[src/rtl/shift_load_sequencer_pkg.sv]
// Shared types and defaults for the shift-load sequencer.
// Optional feature macro: SHIFT_PARITY_EN (adds the PARITY state).
package shift_seq_pkg;

    localparam int unsigned DEF_WIDTH     = 4;
    localparam int unsigned DEF_SHIFT_LEN = 4;

    typedef enum logic [2:0] {
        IDLE,
        LOAD,
        SHIFT,
`ifdef SHIFT_PARITY_EN
        PARITY,
`endif
        DONE
    } state_e;

endpackage

[src/rtl/shift_load_sequencer_if.sv]
// Command and shift-register bus for the shift-load sequencer.
// master = command source / register side, slave = sequencer.
interface shift_load_sequencer_if
    import shift_seq_pkg::*;
#(
    parameter int unsigned WIDTH     = DEF_WIDTH,
    parameter int unsigned SHIFT_LEN = DEF_SHIFT_LEN
) ();

    logic                 in_valid;
    logic                 in_ready;
    logic [WIDTH-1:0]     in_data;
    logic [SHIFT_LEN-1:0] in_tail;
    logic                 abort;
    logic                 load;
    logic [WIDTH-1:0]     data;
    logic                 din;
    logic                 busy;
    logic                 done;

    modport master (
        output in_valid, in_data, in_tail, abort,
        input  in_ready, load, data, din, busy, done
    );

    modport slave (
        input  in_valid, in_data, in_tail, abort,
        output in_ready, load, data, din, busy, done
    );

endinterface

[src/rtl/shift_load_sequencer_serializer.sv]
// Tail shift register plus emitted-bit counter.
// bit_out is the next tail bit to send (MSB-first); last is set once all
// SHIFT_LEN bits have been stepped out.
module shift_seq_serializer #(
    parameter int unsigned SHIFT_LEN = 4
) (
    input  logic                 clk,
    input  logic                 rst_n,
    input  logic                 load_en,
    input  logic [SHIFT_LEN-1:0] tail_in,
    input  logic                 step_en,
    output logic                 bit_out,
    output logic                 last
);

    localparam int unsigned CNT_W = $clog2(SHIFT_LEN + 1);

    logic [SHIFT_LEN-1:0] sh_q, sh_d;
    logic [CNT_W-1:0]     cnt_q, cnt_d;

    // Load a fresh tail on accept, otherwise shift one bit per step
    always_comb begin
        sh_d  = sh_q;
        cnt_d = cnt_q;
        if (load_en) begin
            sh_d  = tail_in;
            cnt_d = '0;
        end else if (step_en) begin
            sh_d  = sh_q << 1;
            cnt_d = cnt_q + CNT_W'(1);
        end
    end

    // Tail and counter registers
    always_ff @(posedge clk or negedge rst_n) begin
        if (!rst_n) begin
            sh_q  <= '0;
            cnt_q <= '0;
        end else begin
            sh_q  <= sh_d;
            cnt_q <= cnt_d;
        end
    end

    assign bit_out = sh_q[SHIFT_LEN-1];
    assign last    = (cnt_q == CNT_W'(SHIFT_LEN));

endmodule

[src/rtl/shift_load_sequencer.sv]
// Upstream driver for the 4-bit loadable serial shift register.
// Accepts preload word + serial tail, pulses load, streams the tail
// MSB-first on din, then pulses done.
// Optional feature macro: SHIFT_PARITY_EN (even-parity bit after the tail).
module shift_load_sequencer
    import shift_seq_pkg::*;
#(
    parameter int unsigned WIDTH     = DEF_WIDTH,
    parameter int unsigned SHIFT_LEN = DEF_SHIFT_LEN
) (
    input  logic                   clk,
    input  logic                   rst_n,
    shift_load_sequencer_if.slave  bus
);

    state_e           state_q, state_d;
    logic             accept, step, last, bit_out;
    logic             load_q, load_d;
    logic             din_q, din_d;
    logic             done_q, done_d;
    logic             busy_q, busy_d;
    logic [WIDTH-1:0] data_q, data_d;
`ifdef SHIFT_PARITY_EN
    logic             par_q, par_d;
`endif

    assign bus.in_ready = rst_n && (state_q == IDLE) && !bus.abort;
    assign accept       = bus.in_valid && bus.in_ready;

    shift_seq_serializer #(
        .SHIFT_LEN (SHIFT_LEN)
    ) u_serializer (
        .clk     (clk),
        .rst_n   (rst_n),
        .load_en (accept),
        .tail_in (bus.in_tail),
        .step_en (step),
        .bit_out (bit_out),
        .last    (last)
    );

    // State register
    always_ff @(posedge clk or negedge rst_n) begin
        if (!rst_n) state_q <= IDLE;
        else        state_q <= state_d;
    end

    // Next-state logic; abort returns to IDLE from any active state
    always_comb begin
        state_d = state_q;
        case (state_q)
            IDLE:   if (accept) state_d = LOAD;
            LOAD:   state_d = bus.abort ? IDLE : SHIFT;
            SHIFT: begin
                if (bus.abort) state_d = IDLE;
`ifdef SHIFT_PARITY_EN
                else if (last) state_d = PARITY;
`else
                else if (last) state_d = DONE;
`endif
            end
`ifdef SHIFT_PARITY_EN
            PARITY: state_d = bus.abort ? IDLE : DONE;
`endif
            DONE:   state_d = IDLE;
            default: state_d = IDLE;
        endcase
    end

    // Outputs are registered from the next state so they line up with it
    always_comb begin
        load_d = (state_d == LOAD);
        busy_d = (state_d != IDLE);
        done_d = (state_d == DONE);
        step   = (state_d == SHIFT);
        din_d  = 1'b0;
        if (state_d == SHIFT) din_d = bit_out;
`ifdef SHIFT_PARITY_EN
        if (state_d == PARITY) din_d = par_q;
        par_d = accept ? ^bus.in_tail : par_q;
`endif
        data_d = accept ? bus.in_data : data_q;
    end

    // Output and latched-command registers
    always_ff @(posedge clk or negedge rst_n) begin
        if (!rst_n) begin
            load_q <= 1'b0;
            din_q  <= 1'b0;
            done_q <= 1'b0;
            busy_q <= 1'b0;
            data_q <= '0;
`ifdef SHIFT_PARITY_EN
            par_q  <= 1'b0;
`endif
        end else begin
            load_q <= load_d;
            din_q  <= din_d;
            done_q <= done_d;
            busy_q <= busy_d;
            data_q <= data_d;
`ifdef SHIFT_PARITY_EN
            par_q  <= par_d;
`endif
        end
    end

    assign bus.load = load_q;
    assign bus.data = data_q;
    assign bus.din  = din_q;
    assign bus.busy = busy_q;
    assign bus.done = done_q;

endmodule

[src/flat_wrapper.sv]
// flat-port wrapper written by rule: the top's interface ports become plain ports
module shift_load_sequencer_flat import shift_seq_pkg::*;
#(
    parameter int unsigned WIDTH     = DEF_WIDTH,
    parameter int unsigned SHIFT_LEN = DEF_SHIFT_LEN
)
  (clk, rst_n, bus_in_valid, bus_in_data, bus_in_tail, bus_abort, bus_in_ready, bus_load, bus_data, bus_din, bus_busy, bus_done);
  shift_load_sequencer_if #(.WIDTH(WIDTH), .SHIFT_LEN(SHIFT_LEN)) bus_i ();
  input  logic clk;
  input  logic rst_n;
  input wire logic [$bits(bus_i.in_valid)-1:0] bus_in_valid;
  input wire logic [$bits(bus_i.in_data)-1:0] bus_in_data;
  input wire logic [$bits(bus_i.in_tail)-1:0] bus_in_tail;
  input wire logic [$bits(bus_i.abort)-1:0] bus_abort;
  output wire logic [$bits(bus_i.in_ready)-1:0] bus_in_ready;
  output wire logic [$bits(bus_i.load)-1:0] bus_load;
  output wire logic [$bits(bus_i.data)-1:0] bus_data;
  output wire logic [$bits(bus_i.din)-1:0] bus_din;
  output wire logic [$bits(bus_i.busy)-1:0] bus_busy;
  output wire logic [$bits(bus_i.done)-1:0] bus_done;
  assign bus_i.in_valid = bus_in_valid;
  assign bus_i.in_data = bus_in_data;
  assign bus_i.in_tail = bus_in_tail;
  assign bus_i.abort = bus_abort;
  assign bus_in_ready = bus_i.in_ready;
  assign bus_load = bus_i.load;
  assign bus_data = bus_i.data;
  assign bus_din = bus_i.din;
  assign bus_busy = bus_i.busy;
  assign bus_done = bus_i.done;
  shift_load_sequencer #(.WIDTH(WIDTH), .SHIFT_LEN(SHIFT_LEN)) u_core (.clk(clk), .rst_n(rst_n), .bus(bus_i));
endmodule
[config.mk]
export PLATFORM = sky130hd
export DESIGN_NAME = shift_load_sequencer_flat
export DESIGN_NICKNAME = d
export VERILOG_FILES = /design/src/rtl/shift_load_sequencer_pkg.sv /design/src/rtl/shift_load_sequencer_if.sv /design/src/rtl/shift_load_sequencer_serializer.sv /design/src/rtl/shift_load_sequencer.sv /design/src/flat_wrapper.sv
export SDC_FILE = /design/constraint.sdc
export NUM_CORES = 1
export LEC_CHECK = 0
export CORE_UTILIZATION = 50
export DETAILED_ROUTE_END_ITERATION = 8
export HOLD_SLACK_MARGIN = 0.02
export PLACE_DENSITY_LB_ADDON = 0.08
export SKIP_CTS_REPAIR_TIMING = 1
export SYNTH_ARGS = -nofsm -noshare
export SYNTH_HDL_FRONTEND = slang
export SYNTH_SLANG_ARGS = --single-unit
[constraint.sdc]
create_clock -name clk -period 3.5 [get_ports clk]
set_clock_uncertainty 0.15 [all_clocks]
set_input_delay 1.05 -clock clk [delete_from_list [all_inputs] [get_ports clk]]
set_output_delay 1.05 -clock clk [all_outputs]
set_load 0.01 [all_outputs]
; ---- Yosys cells after proc, flatten, opt, wreduce, memory -nomap -nowiden
; Index checks and enable logic that the tools add are counted.
[totals]
register_bits = 18
inputBits = 12
wordCells = 32
[classes]
reduce_logical = 7
n_eq_ne = 6
add_sub_neg = 1
mux = 10
[ops]
columns = operator, n
row1 = $mux 3, 5
row2 = $eq 3x2->1 const B, 3
row3 = $pmux 3 s3, 1
row4 = $mux 4, 2
row5 = $eq 3x1->1 const B, 2
row6 = $add 3x1->3 const B, 1
row7 = $eq 3x3->1 const B, 1
row8 = $logic_and 1x1->1, 3
row9 = $logic_not 3->1, 1
row10 = $reduce_bool 3->1, 1
row11 = $mux 2, 1
row12 = $reduce_bool 2->1, 1
row13 = $logic_not 1->1, 1
row14 = $mux 1, 1

; ---- Depth between registers and ports, before layout
; Gate-level depths: netlist of the first run.
[logic_depth]
word_depth = 9
depth_mapped = 6
ltp_nobuf = 6

; ---- Cells and area by module
; Synthesis of the first run repeated with hierarchy kept, for this count alone.
[hier_totals]
hier_cells = 64
hier_area_um2 = 807.0
[by_module_without_submodules]
columns = mod, n_inst, cells_per_inst, area_per_inst_um2, seq_area_each_um2
row1 = shift_load_sequencer, 1, 32, 455.4, 275.3
row2 = shift_seq_serializer, 1, 32, 351.6, 175.2

; ---- Worst setup path after synthesis of the first run
; No wires, ideal clock.
[synth_timing]
kind = input -> output
start = input bus_abort
end = output bus_in_ready
arrival_time_ns = 1.453
path_buffers = 0
slack_ns = 0.847
stages = 2
t_required_ns = 2.300
cell_sequence = nor2_2 -> and2_1
[synth_via]
elab_chain_len = 2
[synth_rtl]
columns = item, line_no
row1 = start: declaration, flat_wrapper.sv:14  ; input wire logic [$bits(bus_i.abort)-1:0] bus_abort;
row2 = $logic_not 1->1, shift_load_sequencer.sv:27  ; assign bus.in_ready = rst_n && (state_q == IDLE) && !bus.abort;
row3 = $logic_and 1x1->1, shift_load_sequencer.sv:27
row4 = end: declaration, flat_wrapper.sv:15  ; output wire logic [$bits(bus_i.in_ready)-1:0] bus_in_ready;
; Every way passes these cells.

; ---- Final worst setup path of the first run
[layout_timing]
start = input rst_n
end = output bus_in_ready
[layout_via]
elab_chain_len = 2
[layout_rtl]
columns = item, line_no
row1 = start: declaration, flat_wrapper.sv:10  ; input logic rst_n;
row2 = $logic_and 1x1->1 (2 in series), shift_load_sequencer.sv:27
; Every way passes these cells.

==> results of run 1 <==
[Yosys cell counts (all sizes together) (2+ instances only)]
cell and count:
o21a 4, and2 2, nand2 21, nand3 4
o2111ai 3, dfrtp 18, a21oi 3, inv 3
or2 3, nand2b 2, ha 2, o211ai 3
buf 2, o21ai 5
[how the worst max path moves through the flow]
stage / start / endpoint / depth (start not counted)
floorplan: bus_abort / bus_in_ready / 2
global placement: rst_n / bus_in_ready / 4
detailed placement: rst_n / bus_in_ready / 4
CTS: rst_n / bus_in_ready / 4
global route: rst_n / bus_in_ready / 4
finish: rst_n / bus_in_ready / 4
[report_power, final]
| part | leakage [nW] | switching (W) | internal (W) |
|---|---|---|---|
| sequential | 0.226 | 0.0000106 | 0.000226 |
| clock | 0.0210 | 0.0000645 | 0.0000635 |
| combinational | 0.273 | 0.0000368 | 0.0000459 |
[final cells by class]
class / count / area, um^2 / area share
Sequential cell: 18 / 450 / 0.413
Multi-Input combinational cell: 58 / 348 / 0.319
Timing Repair Buffer: 23 / 225 / 0.206
Clock buffer: 4 / 36.3 / 0.0333
Tap cell: 16 / 20.0 / 0.0183
Inverter: 3 / 11.3 / 0.0103
[cells by family after synthesis]
kind of cell / count (synthesis) / synth area share
AOI/OAI and AO/OA: 18 / 0.148
adders and majority gates: 2 / 0.0299
buffers and inverters: 6 / 0.0463
DFF: 18 / 0.538
muxes: 1 / 0.0120
other: 1 / 0.00448
and+or+nand+nor: 36 / 0.221
[per-stage QoR]
stage	area [um^2]	std cells
2_1_floorplan	837	82
3_5_place_dp	1050	118
3_3_place_gp	1050	118
4_1_cts	1090	122
6_report	1090	122
5_1_grt	1090	122
[flip-flops by register name (all words and copies together), names as in the netlist]
name,flops
u_core.u_serializer.sh_q,4
u_core.u_serializer.cnt_q,3
u_core.bus.done,1
u_core.bus.din,1
u_core.bus.load,1
u_core.bus.busy,1
u_core.bus.data,4
u_core.state_q,3
[routing by layer]
| metal | GRT usage | up-vias |
|---|---|---|
| li1 | - | 325 |
| met1 | 0.257 | 316 |
| met2 | 0.361 | 15 |
| met3 | 0.0255 | 5 |
| met4 | 0.131 | 0 |
| met5 | 0 | - |
[worst max-delay path: cells and delay by family]
kind	cells	cell delay (ns)
buffers and inverters	2	0.62
and+or+nand+nor	2	0.32
==> results.toml, run 1 <==
[worst_setup_path]
cp.arrival_ns = 1.99
r2r_cells = 6
r2r-start = "u_core.u_serializer.cnt_q[0]"
max_stage_delay_ns = 0.47
startpoint_type = "input pin"
timing.rr.end = "u_core.u_serializer.sh_q[2]"
end_kind = "output pin"
critPathKind = "input pin to output pin"
cp_cell_sequence = "clkdlybuf4s50_1 > nor3b_2 > and2_1 > dlymetal6s2s_1"
worstPathMaxFanout = 2
reg2reg_slack_ns = 1.84
crit_required_ns = 2.30
cpMaxStageDelayCell = "clkdlybuf4s50_1"

[power_and_ir_drop]
leakagePower_nw = 0.520
totalPowerFinal_w = 0.000447
peakVddDrop_mv = 0.291
power_density_nw_per_um2 = 410

[synthesis]
syn-num-nets = 96
synth_top_area_frac = 0.538
synth_flop_cell = "dfrtp_1"
synth_area_um2 = 837
yosys_warnings = 0
postSynthCellCount = 82
yosysTopAreaCell = "dfrtp_1"
syn_area_per_cell_um2 = 10.2
synth.distinct_cells = 27
synth-seq-cells = 18
synthArstFlopShare = 1.00
synth_edf_count = 0
synth-seq-area-share = 0.538
synthTopCellsByArea = "dfrtp_1, nand2_1, o2111ai_1, ha_1, buf_6"

[floorplan]
start_util = 0.543
core_um2 = 1540
dieArea_um2 = 1840
die_h_um = 42.9
die_w_um = 42.9
num_rows = 14
ios = 21

[routing]
routedWlPerCell_um = 13.4
highest_layer = "met4"
dr_wl_met3_um = 49
wirelength_um = 1630
ant_nets = 0
met2_length_um = 820
drt_iter0_markers = 7
drt-pass1-iter-count = 3
routed_via_density = 5.42
met1_length_um = 711
vias = 661
drc_errors = 0

[worst_hold_path]
worst_hold_path_type = "flop to flop"
min_from = "u_core.bus.data[3]"
hold_end = "u_core.bus.data[3]"
hold_depth = 2

[timing]
rsz0062_at_grt = "no"
setup_viol = 0
timing.hold.ws_ns = 0.338
fin_setup_tns_ns = 0
finalCriticalPeriod_ns = 3.19
fmax_mhz = 314
worst_slack_ns = 0.313
finalHoldViolCount = 0
period_share = 0.910
drv_slew = 0

[clocking]
clockBufferDepth = 2
htree_num_levels = 1
clk_pin_slew_worst_paths_ns = 0.10
ctsRootBufferMaster = "clkbuf_4"
cts_buffers = 3
tritoncts = "yes"
clock_sinks = 18
clkLatencyLatePin_ns = 0.30

[place]
gp_congestion = 0.808
port_buffers = 20
post-place-ws_ns = -0.0714
hpwl_um = 1190

[global_routing]
grt_pass1_vias = 670
antenna_found_initial = 0
grt_overflow = 0
grt_max_degree = 19
grt_use_total = 0.214
grt_pass1_wl_um = 2840

[layout]
final_core_util = 0.708
finalNetCount = 121
antennaDiodeCount = 0
final_common_cell = "nand2_1"
fillCellCount = 135
areaGrowthSynthToFinish_pct = 30.3
drive_gt1_frac = 0.142
final_cell_mix = "nand2_1, clkdlybuf4s50_1, dfrtp_1"

[job]
max-cap-violations = 0

[run_status]
status = "complete, no violations"
(Power assumes the default switching activity.)
==> run 2: changes to the inputs <==
- SKIP_CTS_REPAIR_TIMING: 1 -> default
==> results.toml, run 2 (synthesis gave the netlist of run 1 again) <==
[floorplan]
core_um2 = 1540
ios = 21
start_util = 0.543
num_rows = 14
dieArea_um2 = 1840
die_w_um = 42.9
die_h_um = 42.9

[routing]
wirelength_um = 1630
drt-pass1-iter-count = 3
routed_via_density = 5.41
drt_iter0_markers = 7
vias = 660
routedWlPerCell_um = 13.4
ant_nets = 0
drc_errors = 0

[clocking]
post_cts_resized = 1
postCtsHoldBufs = 0
cts_buffers = 3
clock_sinks = 18
clkLatencyLatePin_ns = 0.30
htree_num_levels = 1
ctsRootBufferMaster = "clkbuf_4"
clk_pin_slew_worst_paths_ns = 0.10
tritoncts = "yes"
postCtsSetupBuffers = 0
clockBufferDepth = 2

[layout]
finalNetCount = 121
final_common_cell = "nand2_1"
final_cell_mix = "nand2_1, clkdlybuf4s50_1, dfrtp_1"
fin_cells = 122
antennaDiodeCount = 0
drive_gt1_frac = 0.142
areaGrowthSynthToFinish_pct = 29.9

[worst_setup_path]
cpMaxStageDelayCell = "clkdlybuf4s50_1"
cp_cell_sequence = "clkdlybuf4s50_1 > nor3b_2 > and2_1 > dlygate4sd2_1"
worstPathMaxFanout = 2
crit_buf_inv = 2
cp.arrival_ns = 2.10
max_stage_delay_ns = 0.47
startpoint_type = "input pin"
crit_family = "buffers and inverters"
critPathKind = "input pin to output pin"
end_kind = "output pin"
crit_required_ns = 2.30

[run_status]
status = "complete, no violations"

[global_routing]
grt_max_degree = 19
grt_pass1_vias = 670
grt_overflow = 0
grt_use_total = 0.214
antenna_found_initial = 0
grt_pass1_wl_um = 2840

[timing]
finalCriticalPeriod_ns = 3.30
rsz0062_at_grt = "no"
finalHoldViolCount = 0
setup_viol = 0
worst_slack_ns = 0.205
fin_setup_tns_ns = 0
period_share = 0.941
fmax_mhz = 303
drv_slew = 0

[power_and_ir_drop]
leakagePower_nw = 0.508
power_density_nw_per_um2 = 411
totalPowerFinal_w = 0.000447
peakVddDrop_mv = 0.291

[place]
hpwl_um = 1190
gp_congestion = 0.808
post-place-ws_ns = -0.0714
port_buffers = 20
place_inst = 118

[worst_hold_path]
worst_hold_path_type = "flop to flop"

[job]
max-cap-violations = 0
-- run 2: cell types whose count changed in the layout (fill, tap and decap cells not counted), sizes merged --
cell | previous run | this run
dlygate4sd2 | 0 | 1
dlymetal6s2s | 1 | 0
-- run 2: tightest hold or removal path: stages (launching register included) --
cell and delay (ns):
dfrtp_1 0.35, nand2_1 0.05, nand2_1 0.05
-- run 2: metal layers --
| metal | up-vias | routed length, um | global-route usage |
|---|---|---|---|
| met5 | - | 0 | 0 |
| met4 | 0 | 49 | 0.131 |
| met3 | 5 | 49 | 0.0255 |
| met2 | 15 | 821 | 0.361 |
| met1 | 315 | 710 | 0.257 |
| li1 | 325 | - | - |
-- run 2: final timing paths --
path	cells past startpoint	end	slack (ns)	from
max	4	bus_in_ready	0.20	rst_n
min	2	u_core.bus.data[3]	0.34	u_core.bus.data[3]
max reg2reg	6	u_core.u_serializer.sh_q[2]	1.84	u_core.u_serializer.cnt_q[0]
min reg2reg	2	u_core.bus.data[3]	0.34	u_core.bus.data[3]
max in group asynchronous	2	u_core.bus.data[2]	2.07	rst_n
min in group asynchronous	2	u_core.u_serializer.cnt_q[1]	0.94	rst_n
-- run 2: metrics by stage --
| step | cell area [um^2] | utilization | hold slack [ns] |
|---|---|---|---|
| 6_report | 1090 | 0.705 | 0.338 |
| 5_1_grt | 1090 | 0.705 | 0.366 |
| 4_1_cts | 1090 | 0.705 | 0.341 |
| 3_5_place_dp | 1050 | 0.683 | 0.319 |
| 3_3_place_gp | 1050 | 0.683 | 0.308 |
| 2_1_floorplan | 837 | - | 0.317 |
-- run 2: area by class of cell --
cell class	instances	area [um^2]
fill	136	454
sequential	18	450
multi-input combinational	58	348
timing repair buffer	23	221
clock buffer	4	36.3
tap	16	20.0
inverter	3	11.3
-- run 2: where the power goes --
group	internal (W)	leakage (nW)	switching, W
Combinational	0.0000457	0.261	0.0000368
Clock	0.0000635	0.0210	0.0000645
Sequential	0.000226	0.226	0.0000106
Total	0.000335	0.508	0.000112
==> run 3: changes to the inputs <==
- CTS_CLUSTER_DIAMETER: default -> 30
- SKIP_CTS_REPAIR_TIMING: default -> 1
==> results of run 3 <==
The final DEF is identical to that of run 1; final timing and power are the same.
